## config.mk

```make
export PLATFORM = sky130hd
export DESIGN_NAME = gf_mul_scl_2
export DESIGN_NICKNAME = d
export VERILOG_FILES = /design/src/rtl/aes_types.sv /design/src/rtl/gf4_mul_core.sv /design/src/rtl/gf_mul_scl_2.sv
export SDC_FILE = /design/constraint.sdc
export NUM_CORES = 1
export LEC_CHECK = 0
export CAP_MARGIN = 25
export CORE_AREA = 2 2 39 41
export CTS_CLUSTER_SIZE = 40
export DETAILED_ROUTE_END_ITERATION = 8
export DIE_AREA = 0 0 41 43
export GPL_TIMING_DRIVEN = 1
export PLACE_DENSITY = 0.45
export SETUP_SLACK_MARGIN = 0.2
export SYNTH_ARGS = -nofsm -noshare
export SYNTH_HDL_FRONTEND = slang
export SYNTH_SLANG_ARGS = --single-unit
```

## constraint.sdc

```tcl
create_clock -name clk -period 0.84 [get_ports clk]
set_input_delay 0.126 -clock clk [delete_from_list [all_inputs] [get_ports clk]]
set_output_delay 0.126 -clock clk [all_outputs]
set_load 0.01 [all_outputs]
```

## src/rtl/aes_types.sv

```systemverilog
// Shared GF(4) definitions for the composite-field AES S-box datapath.
package aes_types;

    localparam int GF4_W = 2;

    typedef enum logic [1:0] {
        OP_MUL  = 2'b00,
        OP_MULN = 2'b01,
        OP_SQ   = 2'b10,
        OP_SQN  = 2'b11
    } gf4_op_e;

    // Scale constant N = omega (polynomial x)
    localparam logic [GF4_W-1:0] GF4_N = 2'b10;

endpackage

```

## src/rtl/gf4_mul_core.sv

```systemverilog
// Combinational GF(4) multiplier over x^2+x+1, shared with the GF(2^4) stages.
module gf4_mul_core
    import aes_types::*;
(
    input  logic [GF4_W-1:0] a,
    input  logic [GF4_W-1:0] b,
    output logic [GF4_W-1:0] p
);

    logic hi_s;

    // a1*b1 contributes to both bits because x^2 reduces to x+1
    assign hi_s = a[1] & b[1];
    assign p[1] = hi_s ^ (a[1] & b[0]) ^ (a[0] & b[1]);
    assign p[0] = hi_s ^ (a[0] & b[0]);

endmodule

```

## src/rtl/gf_mul_scl_2.sv

```systemverilog
// Registered GF(4) multiply / square unit with optional scaling by N = omega.
module gf_mul_scl_2
    import aes_types::*;
(
    input  logic             clk,
    input  logic             rst_n,
    input  logic             in_valid,
    input  logic [1:0]       op,
    input  logic [GF4_W-1:0] a,
    input  logic [GF4_W-1:0] b,
    output logic             out_valid,
    output logic [GF4_W-1:0] p
);

    // Multiplication by omega: {r1,r0} -> {r1^r0, r1}
    function automatic logic [GF4_W-1:0] gf4_scale(input logic [GF4_W-1:0] r);
        return {r[1] ^ r[0], r[1]};
    endfunction

    // Squaring is linear in GF(4) and doubles as inversion for non-zero inputs
    function automatic logic [GF4_W-1:0] gf4_square(input logic [GF4_W-1:0] r);
        return {r[1], r[1] ^ r[0]};
    endfunction

    logic [GF4_W-1:0] mul_s;
    logic [GF4_W-1:0] sq_s;
    logic [GF4_W-1:0] result_s;
    logic [GF4_W-1:0] p_d;
    logic [GF4_W-1:0] p_q;
    logic             out_valid_d;
    logic             out_valid_q;

    gf4_mul_core u_mul (
        .a (a),
        .b (b),
        .p (mul_s)
    );

    assign sq_s = gf4_square(a);

    // Operation select
    always_comb begin
        result_s = 2'b00;
        case (gf4_op_e'(op))
            OP_MUL:  result_s = mul_s;
            OP_MULN: result_s = gf4_scale(mul_s);
            OP_SQ:   result_s = sq_s;
            OP_SQN:  result_s = gf4_scale(sq_s);
            default: result_s = 2'b00;
        endcase
    end

    // Next state: result is captured only on valid cycles, held otherwise
    always_comb begin
        p_d         = p_q;
        out_valid_d = 1'b0;
        if (in_valid) begin
            p_d         = result_s;
            out_valid_d = 1'b1;
        end else begin
            p_d         = p_q;
            out_valid_d = 1'b0;
        end
    end

    // Output and valid registers
    always_ff @(posedge clk or negedge rst_n) begin
        if (!rst_n) begin
            p_q         <= 2'b00;
            out_valid_q <= 1'b0;
        end else begin
            p_q         <= p_d;
            out_valid_q <= out_valid_d;
        end
    end

    assign p         = p_q;
    assign out_valid = out_valid_q;

endmodule

```

==> flow_summary_export.csv, run 1 <==
group,metric,value,unit
critical_path,crit_path_max_incr_delay,0.38,ns
clocking,cts_sinks,3,
critical_path,crit_family,"flip-flops",
routing,vias,347,
synth,synth_xor_area_frac,0.0593,
synth,avgSynthCellArea,7.98,um2
place,dp_slack,-0.741,ns
routing,dr.pass1.iters,3,
synth,synth_top_area_cell,"dfrtp_1",
flow_run,drv_cap,0,
synth,yosysTopAreaCellShare,0.254,
cells_and_area,final_nets,68,
clocking,insertion_delay,0.24,ns
sta,fmax,1.16,GHz
synth,synthesis.nets,46,
synth,ys.flop_type,"dfrtp_1",
synth,seq_area_frac_synth,0.254,
synth,synth_seq_cells,3,
worst_hold_path,min_path_type,"primary input to async pin",
power,cellPowerDensity,1280,nW/um2
place,postPlaceCellArea,469,um2
place,io_buffers,11,
clocking,clk_pin_slew,0.04,ns
sta,report.final.slew_viol_count,0,
grt,grt_use_total,0.121,
critical_path,crit_path_cell_trace,"buf_6",
critical_path,worstSetupPathType,"flip-flop to output pin",
floorplanning,die_area,1760,um2
clocking,cts-root-buf,"clkbuf_4",
synth,synth_top_family_by_area,"compound AO/OA/AOI/OAI gates",
critical_path,crit_buf_inv,1,
grt,grt_pass1_wl,1390,um
critical_path,cp-end-kind,"output pin",
power,max-vdd-ir-drop,0.000330,V
synth,synth_compound_gate_area_share,0.314,
synth,yosysMostFrequentCell,"nand2_1",
clocking,cts_buffer_depth,2,
sta,hold_viol,0,
routing,post_drt_wl_per_cell,10.6,um
sta,finalClockSkew,0,ns
sta,worstMarginPinSlew,0.304,ns
status,outcome,"complete, but fails checks",
power,leakage,0.000237,uW
cells_and_area,diodes,0,
grt,grt_max_degree,8,
sta,min_period,0.860,ns
place,gp_congestion,0.772,
floorplanning,die_w,41,um
routing,final_antenna_net_count,0,
routing,drcViolationCount,0,
synth,yosys_warnings,0,
sta,setup_slack,-0.0197,ns
power,p_total,651,uW
synth,muxShareOfSynthArea,0,
synth,netlist_instances,37,
synth,synth_edf_count,0,
cells_and_area,final_util,0.367,
sta,tns,-0.0445,ns
floorplanning,start_util,0.213,
synth,synth_commonest_cells,"7 x nand2_1, 3 x dfrtp_1, 3 x inv_1, 3 x nor2b_1",
synth,synth_fa_ha_area_frac,0,
cells_and_area,drive_gt1_frac,0.448,
synth,synthesis.area,295,um2
sta,rsz0062_at_grt,"true",
critical_path,cp-start-kind,"flip-flop",
routing,wirelength,787,um
grt,gr-total-overflow,0,
floorplanning,die_h,43,um
cells_and_area,syn2layout_area_growth,72.0,%
place,dp_hpwl,584,um
critical_path,crit_slowest_cell,"dfrtp_1",
clocking,post_cts_buffers,0,
status,violations,"negative setup slack",
floorplanning,rows,14,
synth,yosys.area_share.simple,0.280,
floorplanning,core,1380,um2
cells_and_area,postLayoutCellArea,508,um2
routing,initialDrtViolationCount,2,
grt,antenna_found_initial,0,
synth,synth_area_leaders,"dfrtp_1 25%, nand2_1 8.9%, nor2b_1 6.4%, a211oi_1 5.1%, a221oi_2 5.1%",
sta,setup_viol,3,
critical_path,path_max_fanout,2,
cells_and_area,n_fill_cell,159,
clocking,htreeDepth,1,
clocking,cts_tree,"done",
sta,finalCritPeriodShare,1.02,
critical_path,required,0.71,ns
routing,vias_per_cell,4.69,
clocking,cts_buffers,3,
grt,grt_pass1_vias,344,
synth,synth_cell_types,21,
synth,postSynth.asyncResetShare,1.00,
sta,relSlewSlack,0.795,
critical_path,arrival,0.73,ns
floorplanning,ioPinCount,12,
-- cells by family after synthesis --
family | count (synthesis)
XOR/XNOR | 2
flip-flops | 3
AND/OR/NAND/NOR | 16
buffers and inverters | 5
AO/OA/AOI/OAI | 11
-- power by group --
part,switching [uW],leakage (uW),internal (uW)
clock,77.3,0.0000150,178
combinational,99.5,0.000187,127
sequential,7.36,0.0000351,161
total,184,0.000237,466
-- final timing paths --
path	from	endpoint	slack, ns	depth (start not counted)
min in group clk	op[1]	p[0]	0.29	4
worst max register to register	p[0]	p[0]	0.07	2
worst min-delay path	rst_n	out_valid	0.07	1
max in group asynchronous	rst_n	p[1]	0.62	1
worst max-delay path	p[1]	p[1]	-0.02	1
worst min register to register	p[0]	p[0]	0.59	2
-- what timing repair did --
action | in CTS | in global routing
cloned | 0 | 0
resized for setup | 47 | 7
hold buffers | 0 | 0
hold endpoints to repair | 0 | 0
pin swaps | 2 | 4
setup endpoints to repair | 6 | 5
-- layout make-up --
class	count	area, um2	share of cell area
multi-input cells	29	220	0.433
clock buffers	4	26.3	0.0517
inverters	3	11.3	0.0222
well taps	16	20.0	0.0394
flip-flops and latches	3	75.1	0.148
repair buffers	19	155	0.305
-- through the flow --
step / std cells / hold slack (ns)
after floorplan: 37 / -0.170
after global placement: 70 / 0.327
after detailed placement: 70 / 0.326
after CTS: 74 / 0.0708
after global routing: 74 / 0.0748
final: 74 / 0.0742
-- registers in the layout (all words and copies together), names as in the netlist --
name       cells
p              2
out_valid      1
-- metal layers --
| metal | track usage | wire length [um] | vias up |
|---|---|---|---|
| li1 | - | - | 177 |
| met1 | 0.146 | 346 | 152 |
| met2 | 0.169 | 352 | 14 |
| met3 | 0.0157 | 61 | 4 |
| met4 | 0.120 | 27 | 0 |
| met5 | 0 | 0 | - |
-- layout by cell type (no fill, tap or decap), drive strengths merged --
master | synthesis | final
buf | 2 | 17
nand2 | 7 | 7
clkbuf | 0 | 4
inv | 3 | 3
dfrtp | 3 | 3
nor2b | 3 | 3
nor3b | 2 | 2
a221oi | 2 | 2
o21ai | 2 | 2
nor2 | 2 | 2
a211oi | 2 | 2
o311a | 1 | 1
a21o | 1 | 1
o2111ai | 1 | 1
a32oi | 1 | 1
xor2 | 1 | 1
nor4bb | 1 | 1
nand3 | 1 | 1
xnor2 | 1 | 1
a31o | 1 | 1
dlygate4sd2 | 0 | 1
clkdlybuf4s50 | 0 | 1
(Power assumes the default switching activity.)
==> run 2: changes to the inputs <==
clock period = 0.8 ns   (was 0.84 ns; I/O delays follow)
==> results of run 2 <==
Same layout as run 1 (identical final DEF). Status: complete, but fails checks: negative setup slack.
Main changes from that run: setup slack after placement -0.741 ns -> -0.775 ns; setup slack after layout -0.0197 ns -> -0.0537 ns; setup TNS -0.0445 ns -> -0.180 ns; hold slack 0.0742 ns -> 0.0682 ns; number of setup violations in the final report 3 -> 4; register-to-register setup slack 0.07 ns -> 0.03 ns; total power 651 uW -> 683 uW; worst IR drop on VDD 0.000330 V -> 0.000346 V
==> run 3: changes to the inputs <==
CAP_MARGIN = 20   (was 25)
==> results of run 3 <==
Same layout as run 1 (identical final DEF). Status: complete, but fails checks: negative setup slack.
Main changes from that run: setup slack after placement -0.741 ns -> -0.775 ns; setup slack after layout -0.0197 ns -> -0.0537 ns; setup TNS -0.0445 ns -> -0.180 ns; hold slack 0.0742 ns -> 0.0682 ns; number of setup violations in the final report 3 -> 4; register-to-register setup slack 0.07 ns -> 0.03 ns; total power 651 uW -> 683 uW; worst IR drop on VDD 0.000330 V -> 0.000346 V
